$ cat config.mk
export PLATFORM = sky130hd
export DESIGN_NAME = speed_ramp_ctrl
export DESIGN_NICKNAME = d
export VERILOG_FILES = /design/src/rtl/speed_ramp_pkg.sv /design/src/rtl/speed_ramp_ctrl_dwell.sv /design/src/rtl/speed_ramp_ctrl.sv
export SDC_FILE = /design/constraint.sdc
export NUM_CORES = 1
export LEC_CHECK = 0
export CORE_MARGIN = 5
export CORE_UTILIZATION = 40
export DETAILED_ROUTE_END_ITERATION = 8
export PLACE_DENSITY = 0.66
export SLEW_MARGIN = 20
export SYNTH_ARGS = -nofsm -noshare
export SYNTH_HDL_FRONTEND = slang
export SYNTH_HIERARCHICAL = 1
export SYNTH_SLANG_ARGS = --single-unit
$ cat constraint.sdc
create_clock -name clk -period 6.9 [get_ports clk]
set_input_delay 1.38 -clock clk [delete_from_list [all_inputs] [get_ports clk]]
set_output_delay 1.38 -clock clk [all_outputs]
set_load 0.05 [all_outputs]
$ cat src/rtl/speed_ramp_pkg.sv
// Shared state encoding and default widths for the speed ramp sequencer.
package speed_ramp_pkg;

  typedef enum logic [1:0] {
    ST_IDLE = 2'd0,
    ST_UP   = 2'd1,
    ST_DOWN = 2'd2,
    ST_HOLD = 2'd3
  } ramp_state_e;

  localparam int SPEED_W_DFLT = 11;
  localparam int DWELL_W_DFLT = 8;

endpackage

$ cat src/rtl/speed_ramp_ctrl_dwell.sv
// dwell_counter: counts wrap pulses and flags the wrap that reaches the target.
module dwell_counter
  import speed_ramp_pkg::*;
#(
  parameter int CNT_W = DWELL_W_DFLT + 1
) (
  input  logic             clk,
  input  logic             rst_n,
  input  logic             clr,
  input  logic             wrap,
  input  logic [CNT_W-1:0] target,
  output logic             tick
);

  logic [CNT_W-1:0] r_cnt;
  logic [CNT_W-1:0] w_cnt_inc;

  assign w_cnt_inc = r_cnt + {{(CNT_W-1){1'b0}}, 1'b1};
  assign tick      = wrap & (w_cnt_inc >= target);

  // Wrap counter; restarts after every completing wrap.
  always_ff @(posedge clk or negedge rst_n) begin
    if (!rst_n) begin
      r_cnt <= '0;
    end else if (clr || tick) begin
      r_cnt <= '0;
    end else if (wrap) begin
      r_cnt <= w_cnt_inc;
    end else begin
      r_cnt <= r_cnt;
    end
  end

endmodule

$ cat src/rtl/speed_ramp_ctrl.sv
// Triangle sweep sequencer for the LED counter speed input.
// Optional peak dwell at max is enabled with `define SPEED_RAMP_PEAK_HOLD_EN.
module speed_ramp_ctrl
  import speed_ramp_pkg::*;
#(
  parameter int LOOPS   = 4,
  parameter int SPEED_W = SPEED_W_DFLT,
  parameter int DWELL_W = DWELL_W_DFLT
) (
  input  logic               clk,
  input  logic               rst_n,
  input  logic               start,
  input  logic               stop,
  input  logic               wrap,
  input  logic [SPEED_W-1:0] min_speed,
  input  logic [SPEED_W-1:0] max_speed,
  input  logic [SPEED_W-1:0] step,
  input  logic [DWELL_W-1:0] dwell,
  output logic [SPEED_W-1:0] speed,
  output logic               busy,
  output logic               dir,
  output logic               done
);

  localparam logic [15:0]        LOOP_TGT  = 16'(LOOPS);
  localparam logic [DWELL_W-1:0] DWELL_ONE = {{(DWELL_W-1){1'b0}}, 1'b1};

  ramp_state_e        r_state, w_state;
  logic [SPEED_W-1:0] r_speed, w_speed;
  logic [SPEED_W-1:0] r_min, w_min;
  logic [SPEED_W-1:0] r_max, w_max;
  logic [SPEED_W-1:0] r_step, w_step;
  logic [DWELL_W-1:0] r_dwell, w_dwell;
  logic [15:0]        r_loops, w_loops;
  logic               r_done, w_done;

  logic               w_tick;
  logic               w_clr;
  logic               w_wrap;
  logic [DWELL_W:0]   w_target;
  logic [SPEED_W:0]   w_sum;
  logic [SPEED_W:0]   w_floor;
  logic [SPEED_W-1:0] w_down_speed;
  logic [15:0]        w_loops_inc;

  assign w_wrap      = wrap & (r_state != ST_IDLE);
  assign w_clr       = stop | (r_state == ST_IDLE);
  // HOLD lasts twice the programmed dwell.
  assign w_target    = (r_state == ST_HOLD) ? {r_dwell, 1'b0} : {1'b0, r_dwell};
  assign w_sum       = {1'b0, r_speed} + {1'b0, r_step};
  assign w_floor     = {1'b0, r_min} + {1'b0, r_step};
  assign w_down_speed = ({1'b0, r_speed} < w_floor) ? r_min : (r_speed - r_step);
  assign w_loops_inc = r_loops + 16'd1;

  dwell_counter #(.CNT_W(DWELL_W + 1)) u_dwell (
    .clk    (clk),
    .rst_n  (rst_n),
    .clr    (w_clr),
    .wrap   (w_wrap),
    .target (w_target),
    .tick   (w_tick)
  );

  // Next-state and datapath decode; stop beats every other event.
  always_comb begin
    w_state = r_state;
    w_speed = r_speed;
    w_min   = r_min;
    w_max   = r_max;
    w_step  = r_step;
    w_dwell = r_dwell;
    w_loops = r_loops;
    w_done  = 1'b0;
    if ((r_state != ST_IDLE) && stop) begin
      w_state = ST_IDLE;
      w_speed = r_min;
      w_loops = 16'd0;
    end else begin
      case (r_state)
        ST_IDLE: begin
          if (start) begin
            w_min   = min_speed;
            w_max   = max_speed;
            w_step  = step;
            w_dwell = (dwell == '0) ? DWELL_ONE : dwell;
            if ((min_speed >= max_speed) || (step == '0)) begin
              w_done = 1'b1;
            end else begin
              w_speed = min_speed;
              w_state = ST_UP;
              w_loops = 16'd0;
            end
          end else begin
            w_state = ST_IDLE;
          end
        end
        ST_UP: begin
          if (w_tick) begin
            if (w_sum >= {1'b0, r_max}) begin
              w_speed = r_max;
`ifdef SPEED_RAMP_PEAK_HOLD_EN
              w_state = ST_HOLD;
`else
              w_state = ST_DOWN;
`endif
            end else begin
              w_speed = w_sum[SPEED_W-1:0];
            end
          end else begin
            w_state = ST_UP;
          end
        end
`ifdef SPEED_RAMP_PEAK_HOLD_EN
        ST_HOLD: begin
          if (w_tick) begin
            w_state = ST_DOWN;
          end else begin
            w_state = ST_HOLD;
          end
        end
`endif
        ST_DOWN: begin
          if (w_tick) begin
            w_speed = w_down_speed;
            if (w_down_speed == r_min) begin
              if ((LOOP_TGT != 16'd0) && (w_loops_inc == LOOP_TGT)) begin
                w_done  = 1'b1;
                w_state = ST_IDLE;
                w_loops = 16'd0;
              end else begin
                w_loops = w_loops_inc;
                w_state = ST_UP;
              end
            end else begin
              w_state = ST_DOWN;
            end
          end else begin
            w_state = ST_DOWN;
          end
        end
        default: begin
          w_state = ST_IDLE;
        end
      endcase
    end
  end

  // State and datapath registers.
  always_ff @(posedge clk or negedge rst_n) begin
    if (!rst_n) begin
      r_state <= ST_IDLE;
      r_speed <= '0;
      r_min   <= '0;
      r_max   <= '0;
      r_step  <= '0;
      r_dwell <= '0;
      r_loops <= 16'd0;
      r_done  <= 1'b0;
    end else begin
      r_state <= w_state;
      r_speed <= w_speed;
      r_min   <= w_min;
      r_max   <= w_max;
      r_step  <= w_step;
      r_dwell <= w_dwell;
      r_loops <= w_loops;
      r_done  <= w_done;
    end
  end

  assign speed = r_speed;
  assign busy  = (r_state != ST_IDLE);
  assign dir   = (r_state == ST_UP);
  assign done  = r_done;

endmodule

# Word-level counts from Yosys, hierarchy flattened

Index checks and enable logic that the tools add are counted.

Register bits: 80
Input port bits: 46
Logic and storage cells: 83
Output and inout bits: 14

Multiplexer cells: 35
Order comparisons: 4
Reductions and logical operators: 14
Eq/ne operators: 12
Add/sub/neg operators: 5
Bitwise operators: 4

Operator list:

| cell                                                                    | count |
|---|---|
| 16-bit 2-to-1 mux                                                       | 6 |
| 11-bit 2-to-1 mux                                                       | 7 |
| 11-bit one-hot mux with 3 select lines                                  | 1 |
| 16-bit one-hot mux with 2 select lines                                  | 1 |
| 9-bit 2-to-1 mux                                                        | 3 |
| 11-bit by 11-bit adder with 12-bit output                               | 2 |
| 16-bit by 1-bit adder with 16-bit output (second input constant)        | 1 |
| 16-bit by 3-bit equality test with 1-bit output (second input constant) | 1 |
| 2-bit 2-to-1 mux                                                        | 7 |
| 12-bit by 11-bit greater-or-equal comparator with 1-bit output          | 1 |
| 11-bit by 12-bit < comparator with 1-bit output                         | 1 |
| 11-bit equality test                                                    | 1 |
| 11-bit greater-or-equal comparator                                      | 1 |
| 11-bit zero test                                                        | 1 |
| 11-bit subtractor                                                       | 1 |
| 5-bit AND reduction                                                     | 2 |
| 9-bit by 1-bit adder with 9-bit output (second input constant)          | 1 |
| 9-bit greater-or-equal comparator                                       | 1 |
| 8-bit zero test                                                         | 1 |
| 8-bit 2-to-1 mux                                                        | 1 |
| 4-bit != test (second input constant)                                   | 2 |
| 1-bit 2-to-1 mux                                                        | 7 |
| 3-bit by 2-bit != test with 1-bit output (second input constant)        | 2 |
| 3-bit != test (second input constant)                                   | 2 |
| 16 further kinds                                                        | 20 |

# Depth between registers and ports, before layout

Word-level depth: 8
Gate-level depth with buffers: 22
Gate-level depth less buffers: 20

# Modules after synthesis

The synthesis kept the hierarchy.

By module, submodules not included:

| module          | cells an instance | area an instance (sq um) | sequential area each (sq um) | times used |
|---|---|---|---|---|
| speed_ramp_ctrl | 743               | 6,516.2                  | 1,776.7                      | 1 |
| dwell_counter   | 97                | 802.0                    | 225.2                        | 1 |

# Least setup slack after synthesis

OpenSTA, ideal clock, no wires.

Path type: register -> register
Start: register r_speed[3] (netlist: speed[3])
End: register r_speed[6] (netlist: speed[6])
Clock period less this slack: 4,368 ps
Path buffers: 2
Stages on the path, launching flop included: 17
Data arrival time: 4,242 ps
Setup time: 126 ps
Data required time: 6,774 ps
Path slack: 2,532 ps
Cell sequence: dfrtp_1 ha_1 buf_2 o21bai_1 a221oi_1 o41ai_1 or4b_2 and3_1 ha_1 nor4_1 o211ai_1 a22o_1 nor2_1 buf_2 mux2i_1 o22ai_1 a221o_1

Longest elaborated chain between the ends: 6
Elaborated cells on any way between the ends: 10
Those cells by class: add/sub: 2; order compare: 2; mux: 6

Ends and longest elaborated chain:

| what                                                           | RTL line               | text |
|---|---|---|
| start: declaration                                             | speed_ramp_ctrl.sv:29  | `logic [SPEED_W-1:0] r_speed, w_speed;` |
| start signal: assignment                                       | speed_ramp_ctrl.sv:161 | `r_speed <= w_speed;` |
| 11-bit by 11-bit adder with 12-bit output                      | speed_ramp_ctrl.sv:50  | `assign w_sum = {1'b0, r_speed} + {1'b0, r_step};` |
| 12-bit by 11-bit greater-or-equal comparator with 1-bit output | speed_ramp_ctrl.sv:99  | `if (w_sum >= {1'b0, r_max}) begin` |
| 11-bit 2-to-1 mux                                              | speed_ramp_ctrl.sv:99  |  |
| 11-bit 2-to-1 mux                                              | speed_ramp_ctrl.sv:98  | `if (w_tick) begin` |
| 11-bit one-hot mux with 3 select lines (*)                     | speed_ramp_ctrl.sv:79  | `case (r_state)` |
| 11-bit 2-to-1 mux (*)                                          | speed_ramp_ctrl.sv:74  | `if ((r_state != ST_IDLE) && stop) begin` |

Every way passes the cells marked *; elsewhere a longest branch is shown, timed or not. The select of a mux whose other input is x is not followed.
A chain may end at the register's enable or synchronous reset.

# Final worst setup path

Start: register r_min[0]
End: register r_loops[1]

Longest elaborated chain between the ends: 6

Ends and longest elaborated chain:

| what                                            | RTL line               | text |
|---|---|---|
| start: declaration                              | speed_ramp_ctrl.sv:30  | `logic [SPEED_W-1:0] r_min, w_min;` |
| start signal: assignment                        | speed_ramp_ctrl.sv:162 | `r_min <= w_min;` |
| 11-bit by 11-bit adder with 12-bit output       | speed_ramp_ctrl.sv:51  | `assign w_floor = {1'b0, r_min} + {1'b0, r_step};` |
| 11-bit by 12-bit < comparator with 1-bit output | speed_ramp_ctrl.sv:52  | `assign w_down_speed = ({1'b0, r_speed} < w_floor) ? r_min : (r_speed - r_step);` |
| 11-bit 2-to-1 mux                               | speed_ramp_ctrl.sv:52  |  |
| 11-bit equality test (*)                        | speed_ramp_ctrl.sv:125 | `if (w_down_speed == r_min) begin` |
| 3-bit != test (no source line) (*)              | -                      |  |
| 5-bit AND reduction (no source line) (*)        | -                      |  |
| end signal: assignment                          | speed_ramp_ctrl.sv:166 | `r_loops <= w_loops;` |
| end: declaration                                | speed_ramp_ctrl.sv:34  | `logic [15:0] r_loops, w_loops;` |

Every way passes the cells marked *; elsewhere a longest branch is shown, timed or not.

==> results.cfg <==
[grt]
grtUsageMet3_pct = 3.524
grt_use_met2_pct = 29.31
grt_max_degree = 46
use_met1_pct = 25.25
grt_pass1_vias = 6188
busiest_layer = met2
grt_first_pass_wirelength_um = 32100
antenna_found_initial = 0
grt.overflow.total = 0
grtUsageTotal_pct = 18.34

[die]
start_util_pct = 40.74
fp.dieW_um = 145.3
die_area_um2 = 21100
rows = 49
io_pins = 60
die_h_um = 145.3
core_um2 = 17960

[setup_path]
cpPeakStageDelay_ns = 0.76
cp_data_arrival_time_ns = 5.40
crit_chain = ha_1 > fa_1 > a21o_1 > a21oi_1 > o21bai_1 > a21oi_1 > o21bai_1 > a21oi_1 > o21bai_1 > a21oi_1 > xor2_1 > ha_1 > o21a_1 > o21ai_0 > a211oi_2 > buf_4 > o21ai_0 > a31oi_4 > or2_0 > o21ai_0
crit_buf_inv = 1
worst-setup-path-type = flip-flop to flip-flop
r2r-end = r_loops[1]
r2r_cells = 20
slowest_stage = or2_0
cp_data_required_time_ns = 7.10
end_kind = flip-flop
r2r_slack_ns = 1.71
crit_top_cell = a21oi_1
start_kind = flip-flop
reg2reg_from = r_min[0]
cp_top_family = compound AO/OA/AOI/OAI gates
cp_max_fo = 14

[yosys]
yosys.area_share.simple_pct = 18.12
synth-main-ff-cell = dfrtp_1
yosysWarningCount = 6
synthArstFlopShare_pct = 100.0
synth_nets = 969
synth.top_cells.by_count = 80 x dfrtp_1, 80 x ha_1, 70 x inv_1, 60 x nor2_1, 59 x nand2_1
synthXorXnorAreaFrac_pct = 5.454
synth.distinct_cells = 78
synth_top_family_by_area = compound AO/OA/AOI/OAI gates
avgSynthCellArea_um2 = 8.712
synth_compound_area_share_pct = 21.00
synth_top_area_share_pct = 27.36
ys_ff_latch = 80
synth_edf_count = 0
yosys.area.top_type = dfrtp_1
synthTopCellsByArea = dfrtp_1 27%, ha_1 14%, mux2_2 4.6%
synthAdderAreaFrac_pct = 14.50
synthMuxAreaShare_pct = 7.625
seq_area_frac_synth_pct = 27.36
synthCells = 840
synth_area_um2 = 7318

[layout]
num-nets-final = 1004
antenna_cells = 0
synthToLayoutAreaGrowth_pct = 14.53
drive_gt1_share_pct = 9.091

[routing]
routed_via_density = 5.643
drt_wl_total_um = 19450
drc = 0
firstDrtPassIters = 5
wl_per_cell_um = 17.54
ant_nets = 0
drt_iter0_markers = 440
vias = 6258

[clocking]
postCtsHoldBufs = 0
cts_buffer_depth = 2
root_buffer = clkbuf_16
cts.sinks = 80
clk_pin_slew_ns = 0.07
clk_latency_ns = 0.36
tritoncts = yes
cts_resized = 0
cts_made_buffers = 9
postCtsSetupBuffers = 0
htreeDepth = 3

[placement]
io_buffers = 59
post-dp-hpwl_um = 14890
place.gp.congestion = 0.8701

[timing]
finalHoldViolations = 0
setup_viol = 0
fmax_mhz = 192.5
drv_slew = 0
max_slew.worst_pin.slew_ns = 0.9130
skew_ns = 0.01275
slew_headroom_pct = 39.13
fin_tns_setup_ns = 0
fin_crit_sh_pct = 75.29
rsz0062_at_grt = false
min_period_ns = 5.195

[min_path]
worstHoldStart = r_max[4]
hold_depth = 2
min_to = r_max[4]
hold_class = flip-flop to flip-flop

[job]
max_cap_viol_count = 0

[outcome]
status = complete, no violations
layout by cell type (no fill, tap or decap), types with 16 or more instances in the layout:
master	instances
xnor2_1	22
inv_1	70
mux2i_1	22
nand3_1	16
o21ai_0	51
clkdlybuf4s50_1	58
mux2_2	30
nand2b_1	17
ha_1	80
nand4_1	17
nor2_1	59
nand2_1	59
a21oi_1	42
dfrtp_1	80
nor3_1	16
worst max-delay path by stage:
| stage | endpoint | slack (ns) | from | depth (start not counted) |
|---|---|---|---|---|
| after floorplan | speed[6] | 2.53 | speed[3] | 16 |
| after global placement | speed[10] | 1.56 | speed[0] | 16 |
| after detailed placement | r_loops[4] | 1.77 | r_min[0] | 21 |
| after CTS | r_loops[4] | 1.75 | r_min[0] | 21 |
| after global routing | r_loops[12] | 1.11 | r_min[0] | 21 |
| final | r_loops[1] | 1.71 | r_min[0] | 20 |
worst register-to-register path, stage by stage, from the launching register on:
cell and delay (ns):
dfrtp_1 0.45, ha_1 0.26, fa_1 0.41, a21o_1 0.18, a21oi_1 0.24, o21bai_1 0.10, a21oi_1 0.25, o21bai_1 0.10
a21oi_1 0.22, o21bai_1 0.09, a21oi_1 0.17, xor2_1 0.09, ha_1 0.28, o21a_1 0.11, o21ai_0 0.08, a211oi_2 0.22
buf_4 0.30, o21ai_0 0.18, a31oi_4 0.35, or2_0 0.76, o21ai_0 0.21
stage by stage:
stage	worst slack (ns)	cell area, um^2	cells	util (%)	hold WS (ns)
2_1_floorplan	2.532	7318	840	-	0.4583
3_3_place_gp	1.564	8063	1093	44.88	0.4881
3_5_place_dp	1.767	8070	1093	44.93	0.4978
4_1_cts	1.753	8382	1109	46.66	0.5129
5_1_grt	1.107	8382	1109	46.66	0.5368
6_report	1.705	8382	1109	46.66	0.5064
per-layer routing:
metal	wire, um	vias up
met5	0	-
met4	463	0
met3	835	31
met2	9015	155
met1	9134	2959
li1	-	3113
logic make-up (layout without fill, tap and decap cells):
kind of cell / count (synthesis) / after routing
and+or+nand+nor: 259 / 259
adders and majority gates: 83 / 83
muxes: 52 / 52
AOI/OAI and AO/OA: 216 / 216
xor gates and xnor gates: 40 / 40
buffers and inverters: 110 / 150
DFF: 80 / 80
state kept, by name (all words and copies together) (netlist names):
| register | count |
|---|---|
| r_state | 2 |
| done | 1 |
| r_dwell | 8 |
| speed | 11 |
| r_step | 11 |
| r_max | 11 |
| r_loops | 16 |
| r_min | 11 |
| u_dwell/r_cnt | 9 |
area by class of cell:
| class | instances | area (um^2) |
|---|---|---|
| Clock buffer | 10 | 239.0 |
| Clock inverter | 6 | 72.57 |
| Fill cell | 1751 | 9582 |
| Inverter | 70 | 262.8 |
| Multi-Input combinational cell | 650 | 4893 |
| Sequential cell | 80 | 2002 |
| Tap cell | 229 | 286.5 |
| Timing Repair Buffer | 64 | 625.6 |
Power is left out: the tool's default activity adds up to more than one toggle a clock period on the data nets, which glitch-free logic cannot reach.
